`src/rtl/spi_master_shifter.sv`:
```
// spi_master_shifter: SPI master transfer engine.
// Takes a parallel word and a start strobe. It drives chip-select, SCK and MOSI, samples MISO
// and returns the received word together with a one-cycle done pulse. SCK is generated per
// transfer from a half-period counter. Each SCK edge is classified as leading or trailing
// using the latched CPOL/CPHA.
//
// Ports:
//   clk, rst     system clock (rising edge); synchronous active-low reset
//   i_start      transfer request, only sampled while idle
//   i_tx_data    word to send (MSB first), latched on an accepted start
//   i_cpol       SCK idle level, latched on start
//   i_cpha       0: sample on leading edge, 1: sample on trailing edge; latched on start
//   i_div        half-period H = i_div + 1 clk cycles, latched on start
//   i_miso       serial data from the slave
//   o_sclk       SPI clock
//   o_mosi       serial data to the slave (always the TX shift register MSB)
//   o_cs_n       active-low chip select
//   o_busy       high from SETUP through HOLD
//   o_rx_data    last received word, held until the next done
//   o_done       one-cycle pulse in the cycle the engine returns to idle
module spi_master_shifter #(
   parameter int unsigned DATA_WIDTH = 8,
   parameter int unsigned DIV_WIDTH  = 4
) (
   input  logic                  clk,
   input  logic                  rst,
   input  logic                  i_start,
   input  logic [DATA_WIDTH-1:0] i_tx_data,
   input  logic                  i_cpol,
   input  logic                  i_cpha,
   input  logic [DIV_WIDTH-1:0]  i_div,
   input  logic                  i_miso,
   output logic                  o_sclk,
   output logic                  o_mosi,
   output logic                  o_cs_n,
   output logic                  o_busy,
   output logic [DATA_WIDTH-1:0] o_rx_data,
   output logic                  o_done
);

   localparam int unsigned EdgeW = $clog2(2 * DATA_WIDTH);
   localparam logic [EdgeW-1:0] LastEdge = EdgeW'(2 * DATA_WIDTH - 1);

   typedef enum logic [1:0] {StIdle, StSetup, StShift, StHold} state_e;

   state_e                state_q;
   logic [DIV_WIDTH-1:0]  cnt_q;
   logic [DIV_WIDTH-1:0]  div_q;
   logic [EdgeW-1:0]      edge_q;
   logic                  cpol_q;
   logic                  cpha_q;
   logic                  sclk_q;
   logic [DATA_WIDTH-1:0] tx_q;
   logic [DATA_WIDTH-1:0] rx_q;
   logic [DATA_WIDTH-1:0] rx_data_q;
   logic                  cs_n_q;
   logic                  busy_q;
   logic                  done_q;

   logic half_done;
   logic sample_edge;
   logic shift_edge;

   always_comb begin
      half_done   = (cnt_q == div_q);
      // Even edge index = leading edge, odd = trailing edge.
      sample_edge = (edge_q[0] == cpha_q);
      // Shift on the non-sampling edges, skipping the first leading edge (CPHA=1, the MSB is
      // already on the line) or the last trailing edge (CPHA=0, nothing left to present).
      if (cpha_q) begin
         shift_edge = !edge_q[0] && (edge_q != '0);
      end else begin
         shift_edge = edge_q[0] && (edge_q != LastEdge);
      end
   end

   always_ff @(posedge clk) begin
      if (!rst) begin
         state_q   <= StIdle;
         cnt_q     <= '0;
         div_q     <= '0;
         edge_q    <= '0;
         cpol_q    <= 1'b0;
         cpha_q    <= 1'b0;
         sclk_q    <= 1'b0;
         tx_q      <= '0;
         rx_q      <= '0;
         rx_data_q <= '0;
         cs_n_q    <= 1'b1;
         busy_q    <= 1'b0;
         done_q    <= 1'b0;
      end else begin
         done_q <= 1'b0;
         case (state_q)
            StIdle: begin
               if (i_start) begin
                  state_q <= StSetup;
                  tx_q    <= i_tx_data;
                  cpol_q  <= i_cpol;
                  cpha_q  <= i_cpha;
                  div_q   <= i_div;
                  sclk_q  <= i_cpol;
                  cnt_q   <= '0;
                  edge_q  <= '0;
                  cs_n_q  <= 1'b0;
                  busy_q  <= 1'b1;
               end
            end
            StSetup: begin
               if (half_done) begin
                  state_q <= StShift;
                  cnt_q   <= '0;
               end else begin
                  cnt_q <= cnt_q + DIV_WIDTH'(1);
               end
            end
            StShift: begin
               if (half_done) begin
                  cnt_q  <= '0;
                  sclk_q <= ~sclk_q;
                  // MISO is captured on the same edge that moves SCK to the sampling level.
                  if (sample_edge) begin
                     rx_q <= {rx_q[DATA_WIDTH-2:0], i_miso};
                  end
                  if (shift_edge) begin
                     tx_q <= {tx_q[DATA_WIDTH-2:0], 1'b0};
                  end
                  if (edge_q == LastEdge) begin
                     state_q <= StHold;
                     edge_q  <= '0;
                  end else begin
                     edge_q <= edge_q + EdgeW'(1);
                  end
               end else begin
                  cnt_q <= cnt_q + DIV_WIDTH'(1);
               end
            end
            StHold: begin
               if (half_done) begin
                  state_q   <= StIdle;
                  cnt_q     <= '0;
                  cs_n_q    <= 1'b1;
                  busy_q    <= 1'b0;
                  done_q    <= 1'b1;
                  rx_data_q <= rx_q;
               end else begin
                  cnt_q <= cnt_q + DIV_WIDTH'(1);
               end
            end
            default: state_q <= StIdle;
         endcase
      end
   end

   // While idle SCK tracks the live CPOL input so the line sits at the requested idle level.
   assign o_sclk    = (state_q == StIdle) ? i_cpol : sclk_q;
   assign o_mosi    = tx_q[DATA_WIDTH-1];
   assign o_cs_n    = cs_n_q;
   assign o_busy    = busy_q;
   assign o_rx_data = rx_data_q;
   assign o_done    = done_q;

endmodule
```
`config.mk`:
```
export PLATFORM = sky130hd
export DESIGN_NAME = spi_master_shifter
export DESIGN_NICKNAME = d
export VERILOG_FILES = /design/src/rtl/spi_master_shifter.sv
export SDC_FILE = /design/constraint.sdc
export NUM_CORES = 1
export LEC_CHECK = 0
export BUFFER_PORTS_ARGS = -buffer_cell sky130_fd_sc_hd__buf_2
export CAP_MARGIN = 30
export CORE_ASPECT_RATIO = 1.4
export CORE_MARGIN = 3
export CORE_UTILIZATION = 32
export DETAILED_ROUTE_END_ITERATION = 16
export PLACE_DENSITY = 0.56
export SYNTH_ARGS = -nofsm -noshare
export SYNTH_HDL_FRONTEND = slang
export SYNTH_SLANG_ARGS = --single-unit
```
`constraint.sdc`:
```
create_clock -name clk -period 2.9 [get_ports clk]
set_clock_uncertainty 0.1 [all_clocks]
set_input_delay 0.29 -clock clk [delete_from_list [all_inputs] [get_ports clk]]
set_output_delay 0.29 -clock clk [all_outputs]
set_load 0.03 [all_outputs]
```
* After elaboration in Yosys (flattened, before gate mapping)
Index checks and enable logic that the tools add are counted.
W data, S select, Z words.
** Storage, ports and cells
- Register bits :: 43
- Input bits :: 18
- Output and inout port bits :: 13
- Word-level logic and storage cells :: 72
** Operators by class
- Add/subtract/negate cells :: 2
- Equal/unequal tests :: 13
- Multiplexer cells :: 28
- Bitwise operators :: 1
- Reductions and logical operators :: 16
** Operators with widths (number)
- $mux W8 :: 3
- $mux W4 :: 4
- $pmux W4 S2 :: 2
- $pmux W8 S2 :: 1
- $ne A2 B2 Y1 const B :: 6
- $mux W2 :: 5
- $mux W1 :: 9
- $reduce_and A3 Y1 :: 3
- $add A4 B1 Y4 const B :: 2
- $pmux W2 S4 :: 1
- $pmux W1 S2 :: 3
- $reduce_and A2 Y1 :: 3
- $reduce_and A5 Y1 :: 1
- $eq A2 B2 Y1 const B :: 2
- $eq A4 B4 Y1 :: 1
- $eq A4 B4 Y1 const B :: 1
- $ne A4 B4 Y1 const B :: 1
- $reduce_and A4 Y1 :: 1
- $reduce_bool A2 Y1 :: 2
- $reduce_bool A4 Y1 :: 1
- $reduce_or A3 Y1 :: 1
- $eq A2 B1 Y1 const B :: 1
- $logic_and A1 B1 Y1 :: 2
- $logic_not A2 Y1 :: 1
- 3 further kinds :: 3

* Logic depth before layout (Yosys ltp)
- Depth in word-level cells :: 6
- Depth in mapped cells :: 8
- Gate-level depth less buffers :: 7

* Worst setup path after synthesis
Ideal clock, no wire load.
- Path kind :: reg2out
- Start :: register state_q[0]
- End :: output port o_sclk
- Arrival time :: 1.479 ns
- Required time :: 2.510 ns
- Path slack :: 1.031 ns
- Stages on the path, launching flop included :: 6
- Path buffers :: 2
- Cells stage by stage :: dfxtp_1 > inv_1 > ha_1 > clkbuf_1 > clkbuf_1 > mux2_2
** Between the ends
- Cells in the longest elaborated chain, start to end :: 2
** RTL lines
- start, declared :: RTL line 46 : state_e state_q;
- start signal, assigned :: RTL line 79 : state_q <= StIdle;
- start signal, assigned :: RTL line 97 : state_q <= StSetup;
- start signal, assigned :: RTL line 111 : state_q <= StShift;
- $logic_not A2 Y1 :: RTL line 156 : assign o_sclk = (state_q == StIdle) ? i_cpol : sclk_q;
- $mux W1 :: RTL line 156
- end, declared :: RTL line 33 : output logic o_sclk,
Every way passes these cells.

* Final worst setup path
Same ends and word-level chain as after synthesis.

==> impl_metrics.tcl <==
set metrics [dict create \
    clk_latency_ps 300 \
    rsz0062_at_grt "no" \
    synthesis.area_um2 1920 \
    drt_iter0_drc 54 \
    drv_slew 0 \
    start_util 0.340 \
    synthMuxAreaShare 0.0527 \
    ioPinCount 31 \
    numCtsBuffers 5 \
    cts_setup_buffers 0 \
    ctsResizeCount 0 \
    p_per_area_nw_per_um2 771 \
    antenna_found_initial 0 \
    fin_nets 276 \
    routed_wl_um 4110 \
    fin_tns_setup_ps 0 \
    grt_max_degree 24 \
    yosys.area_share.simple 0.229 \
    worstPathRequired_ps 2510 \
    globalRoute.totalOverflow 0 \
    placed_cell_area_um2 2110 \
    drive_above_1_share 0.202 \
    outcome "finished clean" \
    fin_util 0.393 \
    ys_warn_count 0 \
    worst_pin_slew_ps 711 \
    fmaxAchievable_mhz 449 \
    cp.arrival_ps 1840 \
    drcViolationCount 0 \
    hpwl_um 2960 \
    area_growth_pct 15.3 \
    routed_via_density 5.01 \
    cp-end-kind "output port" \
    ys_seq_elements 43 \
    hold_path.class "in2reg" \
    antenna_cells 0 \
    clkTransAtPathRegs_ps 80 \
    port_buffers 30 \
    cts_hold_buf 0 \
    gp_congestion 0.775 \
    synth_top_family_by_area "simple AND/OR/NAND/NOR gates" \
    synthAdderAreaFrac 0.0456 \
    crit_type "reg2out" \
    clock_path_buffers 2 \
    cp-start-kind "flip-flop" \
    cts_sinks 43 \
    cap_viol_max_count 0 \
    pre_cts_ws_ps 720 \
    synthesis.nets 249 \
    die_h_um 97.7 \
    grt_use_total 0.130 \
    syn_avg_cell_area_um2 8.58 \
    finalInstanceArea_um2 2220 \
    cts_htree_levels 2 \
    fin_crit_sh 0.767 \
    grt_first_pass_wirelength_um 7280 \
    ir_drop_mv 0.343 \
    ys_seq_area_frac 0.448 \
    fin_ws_ps 675 \
    synth_compound_area_frac 0.161 \
    core.rowCount 32 \
    first_global_vias 1626 \
    crit_fanout 17 \
    hold_viol 0 \
    dr_total_vias 1602 \
    syn_inst 224 \
    ys_types 39 \
    core-area_um2 5650 \
    cellLeakagePower_nw 0.895 \
    dieArea_um2 6980 \
    synth_xor_area_frac 0.0182 \
    ant_nets 0 \
    period_needed_ps 2230 \
    cts_tree "done" \
    slew_headroom 0.526 \
    n_fill_cell 582 \
    setup_viol 0 \
    dieWidth_um 71.5 \
    cts-root-buf "clkbuf_8" \
    firstDrtPassIters 4 \
    wl_per_cell_um 12.9 \
]
==> worst max-delay path, cell delays in order, from the launching register on <==
cell	delay, ps
dfxtp_1	350
inv_1	90
ha_1	520
mux2_2	410
buf_2	180
==> through the flow <==
step	total power (W)	hold slack, ps	cells
floorplan	0.00119	337	224
global placement	0.00130	343	312
detailed placement	0.00130	347	312
CTS	0.00173	120	320
global route	0.00184	131	320
finish	0.00171	127	320
==> where the power goes <==
group / switching (W) / internal [W]
clock network: 0.000208 / 0.000217
registers: 0.0000550 / 0.000666
logic: 0.000355 / 0.000209
total: 0.000618 / 0.00109
==> logic make-up after synthesis <==
kind of cell / after synthesis
flip-flops: 43
buffers and inverters: 19
AO/OA/AOI/OAI: 46
XOR/XNOR: 4
adder cells (fa/ha/maj): 7
multiplexers: 10
AND/OR/NAND/NOR: 95
==> synth_stat cells <==
| cell type | instances | area [um2] |
|---|---|---|
| a21oi_1 | 21 | 105 |
| a22oi_1 | 2 | 15.0 |
| a2bb2oi_1 | 1 | 8.76 |
| a31oi_1 | 2 | 12.5 |
| a32oi_1 | 1 | 8.76 |
| and2_1 | 1 | 6.26 |
| and3_1 | 1 | 6.26 |
| and4_1 | 1 | 8.76 |
| buf_1 | 1 | 3.75 |
| buf_4 | 2 | 15.0 |
| buf_6 | 1 | 11.3 |
| clkbuf_1 | 8 | 30.0 |
| clkinv_1 | 1 | 3.75 |
| dfxtp_1 | 43 | 861 |
| ha_1 | 7 | 87.6 |
| inv_1 | 6 | 22.5 |
| mux2_2 | 1 | 11.3 |
| mux2i_1 | 9 | 90.1 |
| nand2_1 | 25 | 93.8 |
| nand2_2 | 1 | 6.26 |
| nand2b_1 | 3 | 18.8 |
| nand3_1 | 18 | 90.1 |
| nand3b_1 | 2 | 15.0 |
| nor2_1 | 36 | 135 |
| nor2_2 | 1 | 6.26 |
| nor2b_1 | 1 | 6.26 |
| nor3_1 | 2 | 10.0 |
| nor3b_1 | 1 | 7.51 |
| nor4_4 | 1 | 21.3 |
| nor4b_1 | 1 | 8.76 |
| o211ai_1 | 1 | 7.51 |
| o21a_1 | 1 | 7.51 |
| o21ai_0 | 5 | 25.0 |
| o21bai_1 | 1 | 7.51 |
| o221a_1 | 1 | 11.3 |
| o221a_2 | 7 | 78.8 |
| o22ai_1 | 2 | 12.5 |
| o32a_1 | 1 | 10.0 |
| xor2_1 | 4 | 35.0 |
==> metal layers <==
metal | vias to the layer above | global-route usage | share of wire
met5 | - | 0 | 0
met4 | 0 | 0.0478 | 0.015
met2 | 31 | 0.222 | 0.49
met3 | 6 | 0.0487 | 0.056
li1 | 828 | - | -
met1 | 737 | 0.145 | 0.43
==> path summary, 6_finish.rpt <==
kind / from / to / slack [ps] / depth (start not counted)
max: state_q[0] / o_sclk / 670 / 4
min: i_miso / rx_q[0] / 130 / 3
max reg2reg: state_q[0] / edge_q[3] / 730 / 7
min reg2reg: o_rx_data[2] / o_rx_data[2] / 360 / 2
==> flip-flops by register name, indices dropped and copies added (netlist names) <==
register and count:
o_rx_data 8, o_cs_n 1, rx_q 8, cnt_q 4, tx_q 8, o_busy 1, o_done 1, state_q 2
cpha_q 1, edge_q 4, sclk_q 1, div_q 4
==> cells in the final DEF (no fill, tap or decap), types with 2 or more instances in the layout <==
cell type	count
nand3b_1	2
o221a_2	7
clkbuf_8	7
nand2b_1	3
nor2_1	36
o21ai_0	5
nand3_1	18
a22oi_1	2
dfxtp_1	43
buf_2	30
o22ai_1	2
inv_1	6
xor2_1	4
nand2_1	25
ha_1	7
a21oi_1	21
a31oi_1	2
nor3_1	2
mux2i_1	9
buf_4	2
==> area by class of cell <==
type                    instances  area, um2  area share
clock buffers                   7       96.3      0.0435
flip-flops and latches         43        861       0.388
multi-input cells             162        975       0.440
clock inverters                 1       7.51     0.00339
inverters                       7       26.3      0.0119
repair buffers                 32        165      0.0745
well taps                      68       85.1      0.0384
(Power assumes the default switching activity.)
